File: src/rtl/serializador_bits.sv
// rtl/serializador_bits.sv - parallel word FIFO feeding an MSB-first serializer
// Idle line is held at 0 so the downstream detector sees a break between bursts.
module serializador_bits #(
  parameter int WIDTH = 8,
  parameter int DEPTH = 4
) (
  input  logic                         clk,
  input  logic                         reset,
  input  logic                         in_valid,
  output logic                         in_ready,
  input  logic [WIDTH-1:0]             in_data,
  output logic                         out_bit,
  output logic                         out_valid,
  output logic [$clog2(DEPTH+1)-1:0]   fifo_count
);

  localparam int PW = $clog2(DEPTH);
  localparam int CW = $clog2(DEPTH+1);
  localparam int IW = (WIDTH > 1) ? $clog2(WIDTH) : 1;

  typedef enum logic {IDLE, SHIFT} state_t;

  logic [WIDTH-1:0] mem [DEPTH];
  logic [PW-1:0]    wr_ptr;
  logic [PW-1:0]    rd_ptr;
  logic [CW-1:0]    count;
  logic             full;
  logic             empty;
  logic             push;
  logic             pop;

  state_t           state;
  state_t           state_nx;
  logic [WIDTH-1:0] shreg;
  logic [WIDTH-1:0] shreg_nx;
  logic [IW-1:0]    idx;
  logic [IW-1:0]    idx_nx;

  assign full       = (count == CW'(DEPTH));
  assign empty      = (count == '0);
  assign in_ready   = !full && !reset;
  assign push       = in_valid && in_ready;
  assign fifo_count = count;

  // Popping at the index-0 edge keeps consecutive queued words gapless.
  always_comb begin
    state_nx = state;
    shreg_nx = shreg;
    idx_nx   = idx;
    pop      = 1'b0;
    case (state)
      IDLE: begin
        if (!empty) begin
          pop      = 1'b1;
          shreg_nx = mem[rd_ptr];
          idx_nx   = IW'(WIDTH-1);
          state_nx = SHIFT;
        end
      end
      SHIFT: begin
        if (idx == '0) begin
          if (!empty) begin
            pop      = 1'b1;
            shreg_nx = mem[rd_ptr];
            idx_nx   = IW'(WIDTH-1);
          end else begin
            state_nx = IDLE;
          end
        end else begin
          shreg_nx = shreg << 1;
          idx_nx   = idx - IW'(1);
        end
      end
      default: state_nx = IDLE;
    endcase
  end

  always_ff @(posedge clk) begin
    if (reset) begin
      state     <= IDLE;
      shreg     <= '0;
      idx       <= '0;
      wr_ptr    <= '0;
      rd_ptr    <= '0;
      count     <= '0;
      out_valid <= 1'b0;
      out_bit   <= 1'b0;
    end else begin
      state     <= state_nx;
      shreg     <= shreg_nx;
      idx       <= idx_nx;
      out_valid <= (state_nx == SHIFT);
      out_bit   <= (state_nx == SHIFT) && shreg_nx[WIDTH-1];
      if (push) wr_ptr <= wr_ptr + PW'(1);
      if (pop)  rd_ptr <= rd_ptr + PW'(1);
      count     <= count + CW'(push) - CW'(pop);
    end
  end

  always_ff @(posedge clk) begin
    if (push) mem[wr_ptr] <= in_data;
  end

endmodule

File: config.mk
export PLATFORM = sky130hd
export DESIGN_NAME = serializador_bits
export DESIGN_NICKNAME = d
export VERILOG_FILES = /design/src/rtl/serializador_bits.sv
export SDC_FILE = /design/constraint.sdc
export NUM_CORES = 1
export LEC_CHECK = 0
export CORE_UTILIZATION = 45
export CTS_CLUSTER_SIZE = 20
export DETAILED_ROUTE_END_ITERATION = 10
export GPL_ROUTABILITY_DRIVEN = 0
export PLACE_DENSITY_LB_ADDON = 0.12
export SETUP_SLACK_MARGIN = 0.3
export SLEW_MARGIN = 0
export SYNTH_ARGS = -nofsm -noshare
export SYNTH_HDL_FRONTEND = slang
export SYNTH_SLANG_ARGS = --single-unit
export TNS_END_PERCENT = 20
File: constraint.sdc
create_clock -name clk -period 2.29 [get_ports clk]
set_input_delay 0.687 -clock clk [delete_from_list [all_inputs] [get_ports clk]]
set_output_delay 0.687 -clock clk [all_outputs]
set_load 0.1 [all_outputs]
# Word level (Yosys, flattened, before mapping)
# Memory sizes are Yosys's and may differ from the RTL's. A register that Yosys moved wholly into a read port is not among the register bits.
# Cells that the tools add are included.
[op_classes]
n_addsub = 5
n_eq_ne = 1
mux = 15
n_bitwise = 1
n_reduce_logical = 7
[ops]
columns = ["operator", "count"]
rows = [
  ["8-bit two-way mux", 2],
  ["8-bit one-hot mux with 2 select lines", 1],
  ["3-bit zero test", 2],
  ["3-bit two-way mux", 2],
  ["3-bit one-hot mux with 2 select lines", 1],
  ["1-bit two-way mux", 5],
  ["2-bit by 1-bit adder with 2-bit output, second input constant", 2],
  ["2-bit two-way mux", 2],
  ["1-bit one-hot mux with 2 select lines", 2],
  ["3-bit by 1-bit adder with 3-bit output", 1],
  ["3-bit == test, second input constant", 1],
  ["1-bit logical AND", 3],
  ["3-bit by 1-bit subtractor with 3-bit output", 1],
  ["3-bit by 1-bit subtractor with 3-bit output, second input constant", 1],
  ["1-bit zero test", 2],
  ["1-bit NOT", 1],
]
[totals]
regBits = 20
ramBits = 32
inputBits = 11
out_inout_bits = 6
memories = 1
[memory_table]
columns = ["name", "depth", "width", "rd", "rd_clocked_by_memory_dff", "write_ports", "line", "source"]
rows = [
  ["mem", 4, 8, 1, 1, 1, "23", "logic [WIDTH-1:0] mem [DEPTH];"],
]

# Logic depth before layout (Yosys ltp)
[logic_depth]
word_depth = 6
depth_mapped = 11
depth_no_buf = 11

# Worst setup path before layout
# Ideal clock, no wire load.
[synth_path]
path_kind = "register to output"
startpoint = "register count[1] (netlist: fifo_count[1])"
endpoint = "output in_ready"
arrival_time_ns = 2.794
path_slack_ns = -1.191
stages_incl_launch_ff = 3
cell_sequence = "dfxtp_1 > nor2_1 > a21oi_1"
[synth_via]
elab_chain_cells = 3
[synth_rtl]
columns = ["item", "line", "source"]
rows = [
  ["from (decl)", "26", "logic [CW-1:0] count;"],
  ["from (signal assigned)", "96", "count <= count + CW'(push) - CW'(pop);"],
  ["3-bit == test", "39", "assign full = (count == CW'(DEPTH));"],
  ["1-bit zero test", "41", "assign in_ready = !full && !reset;"],
  ["1-bit logical AND", "41", ""],
  ["to (decl)", "10", "output logic in_ready,"],
]
# Every way passes these cells.

# Worst setup path in the final report
[layout_path]
startpoint = "input reset"
endpoint = "register count[2] (netlist: fifo_count[2])"
[layout_via]
elab_chain_cells = 5
[layout_rtl]
columns = ["item", "line", "source"]
rows = [
  ["from (decl)", "8", "input logic reset,"],
  ["1-bit zero test", "41", ""],
  ["1-bit logical AND", "41", ""],
  ["1-bit logical AND", "42", "assign push = in_valid && in_ready;"],
  ["3-bit by 1-bit adder with 3-bit output", "96", ""],
  ["3-bit by 1-bit subtractor with 3-bit output", "96", ""],
]
# Parallel ways exist; a longest one is shown, timed or not.
# A chain may end at the register's enable or synchronous reset.

==> flow_summary_export.csv <==
group,metric,value,unit
outcome,status,"finished, final reports clean",
floorplan,die_h,71.7,um
synthesis,syn_nets,173,
worst_setup_path,max_stage_delay,360,ps
worst_setup_path,reg2reg_from,"fifo_count[1]",
pwr,vdd_drop_max,0.458,mV
worst_setup_path,path_max_fanout,2,
timing,period_share,91.0,%
cts,clock_sinks,53,
detailed_routing,viasPerCell,5.25,
worst_setup_path,crit_chain,"buf_8 > a211oi_4 > inv_1 > ha_1 > inv_1 > ha_2 > fa_2 > xnor2_2 > xnor2_1 > nor2_1",
synthesis,synth_top_area_cell,"edfxtp_1",
synthesis,syn-cell-area,0.00219,mm2
synthesis,synthTopCellsByCount,"32 x edfxtp_1, 21 x dfxtp_1, 12 x nor2_1",
worst_hold_path,min_from,"shreg[6]",
finish,finalNonFillerCells,232,
cts,cts_tree,"built",
timing,skew,11.3,ps
floorplan,ioPinCount,17,
floorplan,die_w,71.7,um
global_routing,grt_max_degree,22,
floorplan,dieArea,0.00514,mm2
worst_setup_path,cp_slowest_cell,"fa_2",
worst_setup_path,startpoint_type,"input pin",
worst_setup_path,cp_data_arrival_time,2280,ps
global_routing,first_global_vias,1343,
synthesis,yosysWarnings,0,
worst_hold_path,min_path_type,"reg -> reg",
synthesis,async_flop_share,0,%
finish,fillCellCount,370,
synthesis,synth_edf_count,32,
floorplan,core_area,0.00450,mm2
timing,slew_viol_final,0,
detailed_routing,drt_iter0_drc,47,
global_routing,track_usage,16.8,%
global_routing,grt_overflow,0,
timing,grt_setup_unrepaired,"true",
worst_setup_path,required,2490,ps
cts,cts_hold_buf,0,
global_routing,antenna_found_initial,0,
finish,drive_above_1_share,23.9,%
synthesis,synth_top_area_share,44.0,%
detailed_routing,drtAntennaViolNets,0,
detailed_routing,route.detailed.wl_per_inst,15.8,um
finish,area_delta_synth_final,21.6,%
worst_setup_path,worst_path_most_repeated_cell,"inv_1",
cts,clk-insertion-delay-late,300,ps
place,dpl.hpwl,2.49,mm
synthesis,synthDistinctLibCells,27,
worst_setup_path,cp-end-kind,"register",
floorplan,rows,24,
timing,worst_pin_slew,677,ps
detailed_routing,dr.pass1.iters,4,
detailed_routing,via_count,1218,
cts,root_buffer,"clkbuf_8",
cts,htreeDepth,2,
floorplan,initial_utilization,48.5,%
detailed_routing,routed_wl,3.67,mm
place,placedInstanceArea,0.00252,mm2
timing,finalHoldViolCount,0,
timing,max_slew_margin,54.8,%
cts,cts_buffer_depth,2,
finish,fin_area,0.00266,mm2
synthesis,synth.area.top_cells,"edfxtp_1 44%, dfxtp_1 19%, mux4_1 8.4%, ha_1 4.6%, a211oi_1 3.4%",
finish,antennaDiodeCount,0,
global_routing,grt_pass1_wl,6.32,mm
synthesis,seq_area_frac_synth,63.2,%
cts,cts_made_buffers,5,
pwr,p_leak,0.958,nW
synthesis,ys_seq_elements,53,
synthesis,synth-main-ff-cell,"edfxtp_1",
worst_setup_path,crit_family,"adder cells",
synthesis,syn_area_per_cell,14.3,um2
flow_run,cap_viol_max_count,0,
timing,finalSetupViolCount,0,
worst_setup_path,critPathKind,"in -> reg",
synthesis,synthCells,153,
timing,max_freq,480,MHz
detailed_routing,drc_errors,0,
cts,clkTransAtPathRegs,90,ps
synthesis,synth.most_common_cell,"edfxtp_1",
place,numPortBuffers,16,
worst_setup_path,critPathLaunch,"reset",
pwr,powerDensity,1220,mW/mm2
place,post-place-cells,221,
timing,min_period,2080,ps
worst_setup_path,crit_buf_inv,3,
finish,fin_nets,199,
-- per-stage QoR --
stage | hold slack, ps | setup TNS [ps] | setup WS, ps | total power (W) | utilization [%]
floorplan | 437 | -73.6 | -73.6 | 0.00240 | -
global placement | 459 | -1170 | -549 | 0.00263 | 56.0
detailed placement | 463 | -2520 | -653 | 0.00269 | 56.0
CTS | 477 | 0 | 216 | 0.00328 | 59.0
global route | 522 | 0 | 106 | 0.00344 | 59.0
finish | 472 | 0 | 206 | 0.00324 | 59.0
-- sequential cells by signal (all words and copies together) (netlist names), named ones only --
name,count
fifo_count,3
idx,3
mem,32
out_bit,1
rd_ptr,2
shreg,7
state,1
wr_ptr,2
-- where the power goes --
group	internal (W)	leakage [nW]	switching, W	total [W]
Sequential	0.00121	0.467	0.000188	0.00140
Clock	0.000217	0.0385	0.000284	0.000500
Combinational	0.000575	0.453	0.000766	0.00134
Total	0.00200	0.958	0.00124	0.00324
-- kinds of logic (layout without fill, tap and decap cells) --
kind of cell | count (synthesis) | in the layout | share of synthesized area [%]
AO/OA/AOI/OAI | 22 | 22 | 6.98
XOR/XNOR | 6 | 6 | 2.40
adder cells (fa/ha/maj) | 9 | 9 | 5.50
buffers and inverters | 17 | 44 | 3.78
flip-flops | 53 | 53 | 63.2
multiplexers | 9 | 9 | 9.90
AND/OR/NAND/NOR | 37 | 37 | 8.24
-- metal layers --
layer	track usage (%)	part of all wire (%)	wire length [um]
met5	0	0	0
met2	30.2	51	1870
met4	4.58	0.98	36
met3	4.64	3.5	130
met1	19.7	45	1630
-- repair_timing --
item	in CTS	in global routing
gates resized for setup	19	0
buffers inserted	3	0
pin swaps	8	0
endpoints found under the setup margin	35	3
-- tightest hold or removal path, stage by stage, from the launching register on --
cell	delay (ps)
dfxtp_1	320
nand2_1	50
a21oi_1	60
-- path summary, 6_finish.rpt --
check / to / slack, ps / cells after the start
setup / recovery: fifo_count[2] / 210 / 10
hold / removal: out_bit / 470 / 2
setup reg to reg: fifo_count[2] / 220 / 10
hold reg to reg: out_bit / 470 / 2
-- cell type report --
type                            instances  area, um2  share of cell area (%)
Multi-Input combinational cell         83        778                    29.3
Clock buffer                            7       76.3                    2.87
Sequential cell                        53       1400                    52.5
Timing Repair Buffer                   26        289                    10.9
Tap cell                               52       65.1                    2.45
Inverter                               10       45.0                    1.69
Clock inverter                          1       7.51                   0.282
-- placed cells by master (no fill, tap or decap) --
cell,count
buf_12,5
clkbuf_1,2
inv_8,1
a21oi_1,8
mux4_1,7
clkbuf_8,5
dfxtp_4,3
edfxtp_1,32
buf_4,11
mux2i_1,1
nand2_1,10
buf_8,1
xnor2_1,5
nor3_1,4
nor2_4,1
nor2b_1,2
inv_1,9
mux4_2,1
nor3_4,1
or3_1,1
buf_6,1
and2_1,4
fa_2,1
nand2b_4,1
a211oi_4,1
ha_1,6
o31ai_1,1
a211oi_1,10
dfxtp_1,15
and2_4,1
dfxtp_2,3
nor2_1,11
and2_0,1
ha_2,2
clkinvlp_4,1
a21oi_4,2
clkdlybuf4s50_1,8
xnor2_2,1
Power figures use the tool's default switching activity.
